**src/rtl/ps2_kbd_pkg.sv**
```systemverilog
// Shared constants and types for the PS/2 keyboard decoder slice:
// protocol bytes, set-2 modifier/lock scan codes and the LED FSM state enum.
package ps2_kbd_pkg;

  localparam logic [7:0] BYTE_E0 = 8'hE0;
  localparam logic [7:0] BYTE_F0 = 8'hF0;
  localparam logic [7:0] BYTE_E1 = 8'hE1;
  localparam logic [7:0] BYTE_FA = 8'hFA;
  localparam logic [7:0] BYTE_FE = 8'hFE;
  localparam logic [7:0] BYTE_AA = 8'hAA;
  localparam logic [7:0] BYTE_ED = 8'hED;

  localparam logic [7:0] SC_LSHIFT = 8'h12;
  localparam logic [7:0] SC_RSHIFT = 8'h59;
  localparam logic [7:0] SC_CTRL   = 8'h14;
  localparam logic [7:0] SC_ALT    = 8'h11;
  localparam logic [7:0] SC_CAPS   = 8'h58;
  localparam logic [7:0] SC_NUM    = 8'h77;
  localparam logic [7:0] SC_SCROLL = 8'h7E;

  // Bytes of the Pause sequence that follow the leading E1
  localparam logic [2:0] PAUSE_SKIP = 3'd7;

  typedef enum logic [2:0] {
    IDLE,
    SEND_CMD,
    WAIT_ACK_CMD,
    SEND_ARG,
    WAIT_ACK_ARG
  } led_state_e;

  // Lock bit position in {caps, num, scroll}, zero for non-lock codes
  function automatic logic [2:0] lock_bit(input logic [7:0] code);
    case (code)
      SC_CAPS:   lock_bit = 3'b100;
      SC_NUM:    lock_bit = 3'b010;
      SC_SCROLL: lock_bit = 3'b001;
      default:   lock_bit = 3'b000;
    endcase
  endfunction

endpackage

```
**src/rtl/ps2_kbd_decoder_if.sv**
```systemverilog
// Bundle between the decoder and its surroundings: PHY rx/tx side plus key event outputs.
interface ps2_kbd_decoder_if;
  logic       rx_valid;
  logic [7:0] rx_data;
  logic       phy_busy;
  logic       tx_write;
  logic [7:0] tx_data;
  logic       key_valid;
  logic [7:0] key_code;
  logic       key_ext;
  logic       key_break;
  logic [2:0] mods;
  logic [2:0] locks;
  logic       led_busy;
  logic       err_pulse;

  modport master (
    output rx_valid, rx_data, phy_busy,
    input  tx_write, tx_data, key_valid, key_code, key_ext, key_break,
           mods, locks, led_busy, err_pulse
  );

  modport slave (
    input  rx_valid, rx_data, phy_busy,
    output tx_write, tx_data, key_valid, key_code, key_ext, key_break,
           mods, locks, led_busy, err_pulse
  );
endinterface

```
**src/rtl/ps2_led_ctrl.sv**
```systemverilog
// LED update sequencer: sends ED then the lock byte, waits for FA/FE with
// bounded retries and a reply timeout.
module ps2_led_ctrl
  import ps2_kbd_pkg::*;
#(
  parameter int ACK_TIMEOUT = 2_000_000,
  parameter int RETRY_MAX   = 2
) (
  input  logic       clk,
  input  logic       rst,
  input  logic       led_pending,
  input  logic [2:0] locks,
  input  logic       phy_busy,
  input  logic       ack,
  input  logic       nak,
  output logic       tx_write,
  output logic [7:0] tx_data,
  output logic       err_pulse,
  output logic       ack_window,
  output logic       pend_clr,
  output logic       active
);

  localparam int TW = $clog2(ACK_TIMEOUT + 1);
  localparam int RW = $clog2(RETRY_MAX + 2);

  led_state_e    state, state_n;
  logic [TW-1:0] timer;
  logic [RW-1:0] retries;
  logic          load_cmd, load_arg, retry_clr, retry_inc, fail, expired;

  assign expired = (timer == TW'(ACK_TIMEOUT - 1));
  assign active  = (state != IDLE);

  // A reply seen on the expiry cycle is checked before the timeout, so it wins
  always_comb begin
    state_n    = state;
    tx_write   = 1'b0;
    ack_window = 1'b0;
    pend_clr   = 1'b0;
    load_cmd   = 1'b0;
    load_arg   = 1'b0;
    retry_clr  = 1'b0;
    retry_inc  = 1'b0;
    fail       = 1'b0;
    case (state)
      IDLE: begin
        if (led_pending && !phy_busy) begin
          state_n   = SEND_CMD;
          pend_clr  = 1'b1;
          load_cmd  = 1'b1;
          retry_clr = 1'b1;
        end
      end
      SEND_CMD, SEND_ARG: begin
        tx_write = 1'b1;
        if (phy_busy)
          state_n = (state == SEND_CMD) ? WAIT_ACK_CMD : WAIT_ACK_ARG;
      end
      WAIT_ACK_CMD, WAIT_ACK_ARG: begin
        ack_window = 1'b1;
        if (ack) begin
          if (state == WAIT_ACK_CMD) begin
            state_n   = SEND_ARG;
            load_arg  = 1'b1;
            retry_clr = 1'b1;
          end else begin
            state_n = IDLE;
          end
        end else if (nak) begin
          if (retries < RW'(RETRY_MAX)) begin
            retry_inc = 1'b1;
            state_n   = (state == WAIT_ACK_CMD) ? SEND_CMD : SEND_ARG;
          end else begin
            fail    = 1'b1;
            state_n = IDLE;
          end
        end else if (expired) begin
          fail    = 1'b1;
          state_n = IDLE;
        end
      end
      default: state_n = IDLE;
    endcase
  end

  always_ff @(posedge clk) begin
    if (rst) begin
      state     <= IDLE;
      timer     <= '0;
      retries   <= '0;
      tx_data   <= '0;
      err_pulse <= 1'b0;
    end else begin
      state     <= state_n;
      err_pulse <= fail;
      timer     <= ack_window ? timer + TW'(1) : '0;
      if (retry_clr)
        retries <= '0;
      else if (retry_inc)
        retries <= retries + RW'(1);
      if (load_cmd)
        tx_data <= BYTE_ED;
      else if (load_arg)
        tx_data <= {5'b00000, locks};
    end
  end

endmodule

```
**src/rtl/ps2_kbd_decoder.sv**
```systemverilog
// Set-2 scan-code decoder: folds E0/F0/E1 prefixes into single key events,
// tracks modifier and lock state and requests LED updates on lock toggles.
module ps2_kbd_decoder
  import ps2_kbd_pkg::*;
#(
  parameter int ACK_TIMEOUT = 2_000_000,
  parameter int RETRY_MAX   = 2
) (
  input logic clk,
  input logic rst,
  ps2_kbd_decoder_if.slave bus
);

  logic       ext_flag, brk_flag;
  logic [2:0] skip_cnt;
  logic       key_valid_q, key_ext_q, key_break_q;
  logic [7:0] key_code_q;
  logic       lshift, rshift, lctrl, rctrl, lalt, ralt;
  logic [2:0] locks_q, held;
  logic       led_pending;
  logic       is_reply, is_pause, is_key;
  logic [2:0] lock_hit, lock_toggle;
  logic       ack_window, pend_clr, active, tx_write, err_pulse;
  logic [7:0] tx_data;

  assign is_reply = (bus.rx_data == BYTE_FA) || (bus.rx_data == BYTE_FE);
  assign is_pause = (bus.rx_data == BYTE_E1);

  // Reply bytes and bytes swallowed by the Pause skip never reach the key path
  always_comb begin
    is_key      = bus.rx_valid && !is_reply && (skip_cnt == 3'd0) &&
                  !(bus.rx_data inside {BYTE_E0, BYTE_F0, BYTE_E1, BYTE_AA, 8'h00, 8'hFF});
    lock_hit    = (is_key && !ext_flag) ? lock_bit(bus.rx_data) : 3'b000;
    lock_toggle = brk_flag ? 3'b000 : (lock_hit & ~held);
  end

  always_ff @(posedge clk) begin
    if (rst) begin
      ext_flag    <= 1'b0;
      brk_flag    <= 1'b0;
      skip_cnt    <= '0;
      key_valid_q <= 1'b0;
      key_code_q  <= '0;
      key_ext_q   <= 1'b0;
      key_break_q <= 1'b0;
      {lshift, rshift, lctrl, rctrl, lalt, ralt} <= '0;
      locks_q     <= '0;
      held        <= '0;
      led_pending <= 1'b0;
    end else begin
      key_valid_q <= 1'b0;
      if (bus.rx_valid && !is_reply) begin
        if (skip_cnt != 3'd0) begin
          skip_cnt <= skip_cnt - 3'd1;
        end else begin
          case (bus.rx_data)
            BYTE_E0: ext_flag <= 1'b1;
            BYTE_F0: brk_flag <= 1'b1;
            BYTE_AA, 8'h00, 8'hFF: begin
              ext_flag <= 1'b0;
              brk_flag <= 1'b0;
            end
            default: begin
              key_valid_q <= 1'b1;
              key_code_q  <= bus.rx_data;
              key_ext_q   <= is_pause ? 1'b0 : ext_flag;
              key_break_q <= is_pause ? 1'b0 : brk_flag;
              ext_flag    <= 1'b0;
              brk_flag    <= 1'b0;
              if (is_pause)
                skip_cnt <= PAUSE_SKIP;
            end
          endcase
        end
      end

      if (is_key) begin
        case ({ext_flag, bus.rx_data})
          {1'b0, SC_LSHIFT}: lshift <= !brk_flag;
          {1'b0, SC_RSHIFT}: rshift <= !brk_flag;
          {1'b0, SC_CTRL}:   lctrl  <= !brk_flag;
          {1'b1, SC_CTRL}:   rctrl  <= !brk_flag;
          {1'b0, SC_ALT}:    lalt   <= !brk_flag;
          {1'b1, SC_ALT}:    ralt   <= !brk_flag;
          default: ;
        endcase
      end

      // Held bits gate typematic repeats so a lock flips once per press
      if (|lock_hit)
        held <= brk_flag ? (held & ~lock_hit) : (held | lock_hit);
      locks_q     <= locks_q ^ lock_toggle;
      led_pending <= (|lock_toggle) || (led_pending && !pend_clr);
    end
  end

  ps2_led_ctrl #(
    .ACK_TIMEOUT(ACK_TIMEOUT),
    .RETRY_MAX  (RETRY_MAX)
  ) u_led_ctrl (
    .clk        (clk),
    .rst        (rst),
    .led_pending(led_pending),
    .locks      (locks_q),
    .phy_busy   (bus.phy_busy),
    .ack        (bus.rx_valid && ack_window && (bus.rx_data == BYTE_FA)),
    .nak        (bus.rx_valid && ack_window && (bus.rx_data == BYTE_FE)),
    .tx_write   (tx_write),
    .tx_data    (tx_data),
    .err_pulse  (err_pulse),
    .ack_window (ack_window),
    .pend_clr   (pend_clr),
    .active     (active)
  );

  assign bus.tx_write  = tx_write;
  assign bus.tx_data   = tx_data;
  assign bus.err_pulse = err_pulse;
  assign bus.key_valid = key_valid_q;
  assign bus.key_code  = key_code_q;
  assign bus.key_ext   = key_ext_q;
  assign bus.key_break = key_break_q;
  assign bus.mods      = {lalt | ralt, lctrl | rctrl, lshift | rshift};
  assign bus.locks     = locks_q;
  assign bus.led_busy  = active | led_pending;

endmodule

```
**src/flat_wrapper.sv**
```systemverilog
// flat-port wrapper written by rule: the top's interface ports become plain ports
module ps2_kbd_decoder_flat import ps2_kbd_pkg::*;
#(
  parameter int ACK_TIMEOUT = 2_000_000,
  parameter int RETRY_MAX   = 2
)
  (clk, rst, bus_rx_valid, bus_rx_data, bus_phy_busy, bus_tx_write, bus_tx_data, bus_key_valid, bus_key_code, bus_key_ext, bus_key_break, bus_mods, bus_locks, bus_led_busy, bus_err_pulse);
  ps2_kbd_decoder_if bus_i ();
  input logic clk;
  input logic rst;
  input wire logic [$bits(bus_i.rx_valid)-1:0] bus_rx_valid;
  input wire logic [$bits(bus_i.rx_data)-1:0] bus_rx_data;
  input wire logic [$bits(bus_i.phy_busy)-1:0] bus_phy_busy;
  output wire logic [$bits(bus_i.tx_write)-1:0] bus_tx_write;
  output wire logic [$bits(bus_i.tx_data)-1:0] bus_tx_data;
  output wire logic [$bits(bus_i.key_valid)-1:0] bus_key_valid;
  output wire logic [$bits(bus_i.key_code)-1:0] bus_key_code;
  output wire logic [$bits(bus_i.key_ext)-1:0] bus_key_ext;
  output wire logic [$bits(bus_i.key_break)-1:0] bus_key_break;
  output wire logic [$bits(bus_i.mods)-1:0] bus_mods;
  output wire logic [$bits(bus_i.locks)-1:0] bus_locks;
  output wire logic [$bits(bus_i.led_busy)-1:0] bus_led_busy;
  output wire logic [$bits(bus_i.err_pulse)-1:0] bus_err_pulse;
  assign bus_i.rx_valid = bus_rx_valid;
  assign bus_i.rx_data = bus_rx_data;
  assign bus_i.phy_busy = bus_phy_busy;
  assign bus_tx_write = bus_i.tx_write;
  assign bus_tx_data = bus_i.tx_data;
  assign bus_key_valid = bus_i.key_valid;
  assign bus_key_code = bus_i.key_code;
  assign bus_key_ext = bus_i.key_ext;
  assign bus_key_break = bus_i.key_break;
  assign bus_mods = bus_i.mods;
  assign bus_locks = bus_i.locks;
  assign bus_led_busy = bus_i.led_busy;
  assign bus_err_pulse = bus_i.err_pulse;
  ps2_kbd_decoder #(.ACK_TIMEOUT(ACK_TIMEOUT), .RETRY_MAX(RETRY_MAX)) u_core (.clk(clk), .rst(rst), .bus(bus_i));
endmodule
```
**config.mk**
```make
export PLATFORM = sky130hd
export DESIGN_NAME = ps2_kbd_decoder_flat
export DESIGN_NICKNAME = d
export VERILOG_FILES = /design/src/rtl/ps2_kbd_pkg.sv /design/src/rtl/ps2_kbd_decoder_if.sv /design/src/rtl/ps2_led_ctrl.sv /design/src/rtl/ps2_kbd_decoder.sv /design/src/flat_wrapper.sv
export SDC_FILE = /design/constraint.sdc
export NUM_CORES = 1
export LEC_CHECK = 0
export CAP_MARGIN = 20
export CORE_ASPECT_RATIO = 0.6
export CORE_MARGIN = 3
export CORE_UTILIZATION = 50
export CTS_CLUSTER_DIAMETER = 30
export DETAILED_ROUTE_END_ITERATION = 10
export PLACE_DENSITY = 0.74
export SYNTH_ARGS = -nofsm -noshare
export SYNTH_HDL_FRONTEND = slang
export SYNTH_SLANG_ARGS = --single-unit
```
**constraint.sdc**
```tcl
create_clock -name clk -period 5.1 [get_ports clk]
set_clock_uncertainty 0.05 [all_clocks]
set_input_delay 0.765 -clock clk [delete_from_list [all_inputs] [get_ports clk]]
set_output_delay 0.765 -clock clk [all_outputs]
set_load 0.02 [all_outputs]
```
==> impl_metrics.yaml, run 1 <==
final_layout:
  drive_above_1_share: 0.0628
  areaGrowthSynthToFinish_pct: 16.5
  nets: 393
  diodes: 0
yosys:
  ys_seq_area_frac: 0.399
  synth_edf_count: 0
  synthCells: 354
  synth_fp_nets: 369
  ys_ff_latch: 60
  synth_cell_types: 51
  synth_largest_type_area_fraction: 0.399
  synthArstFlopShare: 0
  yosysWarnings: 0
  synthTopCellsByArea: "dfxtp_1 40%, nor2_1 7.7%, mux2i_1 6.0%"
  synth_flop_cell: "dfxtp_1"
  synth_commonest_cells: "62 x nor2_1, 60 x dfxtp_1, 18 x mux2i_1, 18 x nor3_1"
  yosysTopAreaCell: "dfxtp_1"
  avgSynthCellArea_sq_um: 8.51
  synth.most_common_cell: "nor2_1"
  synth_area_sq_um: 3010
clock_tree:
  cts-htree-levels: 3
  insertion_delay_ns: 0.33
  clockRootBuffer: "clkbuf_8"
  post_cts_buffers: 0
  clk_pin_slew_ns: 0.06
  post_cts_resized: 0
  cts_made_buffers: 9
  cts_sinks: 60
  cts_hold_buf: 0
  clockBufferDepth: 2
  cts_tree: "built"
pwr:
  power.density_nw_per_um2: 314
  peakVddDrop_uv: 230
  p_leak_nw: 1.27
grt:
  grt_pass1_wl_um: 11200
  grtUsageTotal: 0.203
  grt_pass1_vias: 2297
  grt_overflow: 0
  grt_max_degree: 25
  antenna_found_initial: 0
placed_design:
  hpwl_um: 4750
  place.gp.congestion: 0.854
  place.port_buffers: 38
hold_path:
  min_to: "u_core.skip_cnt[0]"
  hp-start: "u_core.skip_cnt[0]"
  whs_path_depth: 1
  hp-class: "flop to flop"
worst_setup_path:
  reg2reg_to: "u_core.bus.key_code[6]"
  rr_worst_depth: 7
  crit_fanout: 13
  cp_data_required_time_ns: 5.24
  arrival_ns: 3.09
  rr_startpoint: "u_core.skip_cnt[0]"
  worstSetupPathType: "input pin to flop"
  cp-end-kind: "flop"
  start_kind: "input pin"
  rrSetupSlack_ns: 2.74
sta:
  clock.fmax_ghz: 0.339
  slew_viol_final: 0
  timing.final.crit_share: 0.579
  fin_setup_tns_ns: 0
  worst_slew_pin_slew_ns: 0.857
  hold_slack_ns: 0.418
  slew_headroom: 0.424
  min_period_ns: 2.95
  rsz0062_at_grt: "false"
  hold_viol: 0
  setup_viol_count_final: 0
die:
  die-area_sq_um: 7020
  die-width_um: 106
  core_area_sq_um: 5700
  placementRows: 21
  die_y_um: 66.1
  initial_core_util: 0.528
  boundaryPins: 40
flow_run:
  max_cap_violations: 0
drt:
  drt_iter0_drc: 160
  vias_per_cell: 5.47
  drc: 0
  vias: 2525
  first_pass_iters: 4
  wl_per_cell_um: 14.0
  drtAntennaViolNets: 0
  drt_wl_total_um: 6490
run_status:
  outcome: "complete, no violations"
==> worst max-delay path, cell delays in order <==
cell and delay, ns:
clkdlybuf4s50_1 0.72, nand4b_4 0.19, o211ai_1 0.64, and3b_1 0.48, mux2i_1 0.23, nor2_1 0.06
==> cell usage in the layout (no fill, tap or decap), drive strengths merged, types with 5 or more instances in the layout <==
master / count
nor2: 62
nand2: 17
nand2b: 9
or4: 5
dfxtp: 60
inv: 11
o21ai: 5
nand4b: 5
or3: 6
nor3: 18
or2: 5
and3: 6
nand4: 10
a21oi: 11
xor2: 13
clkdlybuf4s50: 38
mux2i: 18
a211oi: 5
nor4: 6
clkbuf: 13
xnor2: 8
nand3: 17
==> registers in the layout, indices dropped and copies added, names as in the netlist, named ones only <==
signal / cells
u_core.u_led_ctrl.timer: 21
u_core.bus.key_code: 8
u_core.u_led_ctrl.tx_data: 4
u_core.bus.locks: 3
u_core.skip_cnt: 3
u_core.u_led_ctrl.state: 3
u_core.u_led_ctrl.retries: 2
u_core.brk_flag: 1
u_core.bus.key_break: 1
u_core.bus.key_ext: 1
u_core.bus.key_valid: 1
u_core.ext_flag: 1
u_core.lalt: 1
u_core.lctrl: 1
u_core.led_pending: 1
u_core.lshift: 1
u_core.ralt: 1
u_core.rctrl: 1
u_core.rshift: 1
u_core.u_led_ctrl.err_pulse: 1
==> per-stage QoR <==
| step | cell area, sq um | setup slack, ns | std cells | total power [mW] | utilization |
|---|---|---|---|---|---|
| after floorplan | 3010 | 2.73 | 354 | 0.660 | - |
| after detailed placement | 3330 | 1.81 | 447 | 0.701 | 0.583 |
| after global routing | 3510 | 1.90 | 462 | 1.16 | 0.616 |
| after global placement | 3330 | 1.92 | 447 | 0.697 | 0.583 |
| final | 3510 | 2.15 | 462 | 1.10 | 0.616 |
| after CTS | 3510 | 2.17 | 462 | 1.11 | 0.616 |
==> logic make-up after synthesis <==
family | Yosys count | synth area share
AOI/OAI and AO/OA | 33 | 0.0735
xor gates and xnor gates | 21 | 0.0611
adders and majority gates | 3 | 0.0125
buffers and inverters | 37 | 0.0715
DFF | 60 | 0.399
muxes | 20 | 0.0673
other | 1 | 0.00125
and+or+nand+nor | 179 | 0.314
==> layout make-up <==
class	instances	area (sq um)
Timing Repair Buffer	39	388
Tap cell	80	100
Clock buffer	13	149
Clock inverter	2	35.0
Multi-Input combinational cell	257	1600
Inverter	11	41.3
Fill cell	520	2190
Sequential cell	60	1200
==> per-layer routing <==
metal  global-route usage  up-vias  wire (um)
met2                0.274       81       2520
li1                     -     1272          -
met5                    0        -          0
met1                0.298     1167       3380
met4               0.0614        0         54
met3               0.0702        5        535
==> worst max path at each step <==
stage                               from                     end  slack (ns)  cells past startpoint
after floorplan           bus_rx_data[0]  u_core.bus.key_code[1]        2.73                      8
after global placement    bus_rx_data[4]  u_core.bus.key_code[2]        1.92                      6
after detailed placement  bus_rx_data[4]  u_core.bus.key_code[6]        1.81                      6
after CTS                 bus_rx_data[4]             u_core.lalt        2.17                      6
after global routing      bus_rx_data[4]                    flop        1.90                      6
final                     bus_rx_data[4]  u_core.bus.key_code[6]        2.15                      6
==> report_power, final <==
part | switching, mW | internal (mW)
combinational | 0.110 | 0.0778
sequential | 0.0145 | 0.491
clock | 0.171 | 0.236
total | 0.296 | 0.805
Note: power is estimated with default switching activity, not from simulation.
==> run 2: changes to the inputs <==
==> constraint.sdc (replaced) <==
create_clock -name clk -period 3.1 [get_ports clk]
set_clock_uncertainty 0.05 [all_clocks]
set_input_delay 0.465 -clock clk [delete_from_list [all_inputs] [get_ports clk]]
set_output_delay 0.465 -clock clk [all_outputs]
set_load 0.02 [all_outputs]
==> run 2 against run 1 <==
  * Combinational power increased by 69%
  * Flip-flop and latch count unchanged
  * Critical path depth unchanged
  * Register-to-register slack got worse by 1.7 ns
  * Count of clock-buffer cells in the layout decreased by 2
  * Total power increased by 74%
  * Clock power increased by 89%
  * Non-clock buffer count increased by 5
  * Hold slack improved by 0.0011 ns
  * Via count increased by 2.3%
  * Largest cell class unchanged
  * Highest routed layer unchanged
==> impl_metrics.yaml, run 2 (synthesis results as in run 1) <==
clock_tree:
  post_cts_resized: 0
  cts_hold_buf: 0
  clockRootBuffer: "clkbuf_8"
  cts_tree: "built"
  post_cts_buffers: 0
  clockBufferDepth: 2
  cts_sinks: 60
  clk_pin_slew_ns: 0.07
  cts-htree-levels: 3
  insertion_delay_ns: 0.34
  cts_made_buffers: 9
final_layout:
  nets: 398
  diodes: 0
  drive_above_1_share: 0.0825
  fillers: 509
  layout_common_cells: "62 x nor2_1, 60 x dfxtp_1, 38 x clkdlybuf4s50_1"
  register_area_sq_um: 1200
  largest_register_ffs: 21
  multi_input_comb_area_sq_um: 1600
  layout_commonest_cell: "nor2_1"
  largest-register: "u_core.u_led_ctrl.timer"
  areaGrowthSynthToFinish_pct: 18.9
worst_setup_path:
  cp_data_required_time_ns: 3.31
  start_kind: "input pin"
  path_cells: "clkdlybuf4s50_1 > or4_1 > a21o_1 > and3b_1 > nand2_1 > mux2i_1"
  crit_buf_inv: 1
  cp-end-kind: "flop"
  arrival_ns: 2.69
  critPathTopFamily: "simple AND/OR/NAND/NOR gates"
  crit_slowest_cell: "clkdlybuf4s50_1"
  crit_fanout: 13
  worstSetupPathType: "input pin to flop"
  critPathMaxStageDelay_ns: 0.63
die:
  boundaryPins: 40
  core_area_sq_um: 5700
  initial_core_util: 0.528
  die_y_um: 66.1
  die-area_sq_um: 7020
  die-width_um: 106
  placementRows: 21
grt:
  antenna_found_initial: 0
  grt_max_degree: 42
  grtUsageTotal: 0.206
  grt_overflow: 0
  grt_pass1_wl_um: 11400
  grt_pass1_vias: 2322
hold_path:
  hp-class: "flop to flop"
flow_run:
  max_cap_violations: 0
drt:
  vias_per_cell: 5.52
  vias: 2583
  drc: 0
  drt_iter0_drc: 205
  drt_wl_total_um: 6680
  first_pass_iters: 4
  wl_per_cell_um: 14.3
  drtAntennaViolNets: 0
placed_design:
  place.gp.congestion: 0.902
  hpwl_um: 4790
  place.port_buffers: 38
sta:
  rsz0062_at_grt: "false"
  timing.final.crit_share: 0.800
  min_period_ns: 2.48
  setup_viol_count_final: 0
  fin_setup_tns_ns: 0
  clock.fmax_ghz: 0.403
  slew_headroom: 0.468
  worst_slew_pin_slew_ns: 0.792
  hold_viol: 0
  slew_viol_final: 0
run_status:
  outcome: "complete, no violations"
pwr:
  p_total_mw: 1.92
  power.density_nw_per_um2: 536
  p_leak_nw: 1.31
  peakVddDrop_uv: 395
==> run 2: changes by cell type in the layout (fill, tap and decap cells not counted), sizes merged <==
cell / change
bufinv: +1
clkinv: +2
clkbuf: -2
buf: +5
==> run 2: power breakdown <==
| part | internal (mW) | switching (mW) | leakage, nW | total, mW |
|---|---|---|---|---|
| combinational | 0.134 | 0.183 | 0.712 | 0.318 |
| sequential | 0.807 | 0.0238 | 0.485 | 0.831 |
| clock | 0.470 | 0.299 | 0.113 | 0.770 |
==> run 2: final timing paths <==
path | endpoint | cells past startpoint | slack (ns) | from
setup / recovery | flop | 6 | 0.62 | bus_rx_data[4]
hold / removal | u_core.u_led_ctrl.timer[0] | 1 | 0.42 | u_core.u_led_ctrl.timer[0]
setup reg to reg | u_core.bus.key_code[4] | 7 | 1.02 | u_core.skip_cnt[0]
hold reg to reg | u_core.u_led_ctrl.timer[0] | 1 | 0.42 | u_core.u_led_ctrl.timer[0]
==> run 2: cell type report <==
| cell class | instances | area share |
|---|---|---|
| multi-input cells | 257 | 0.446 |
| flip-flops and latches | 60 | 0.336 |
| repair buffers | 44 | 0.119 |
| clock buffers | 11 | 0.0395 |
| well taps | 80 | 0.0280 |
| clock inverters | 5 | 0.0210 |
| inverters | 11 | 0.0115 |
==> run 2: routing by layer <==
metal  wire length [um]  GRT usage  part of all wire  vias up
li1                   -          -                 -     1288
met1               3440      0.300              0.52     1186
met2               2550      0.272              0.38      103
met3                628     0.0907             0.094        6
met4                 50     0.0468            0.0075        0
met5                  0          0                 0        -
==> run 2: metrics by stage <==
step           utilization  instance area, sq um  hold WS [ns]  cells  setup slack (ns)
2_1_floorplan            -                  3010         0.379    354              1.03
3_3_place_gp         0.590                  3360         0.392    452             0.382
3_5_place_dp         0.590                  3360         0.404    452             0.273
6_report             0.628                  3580         0.419    468             0.619
4_1_cts              0.628                  3580         0.424    468             0.637
5_1_grt              0.628                  3580         0.439    468             0.445
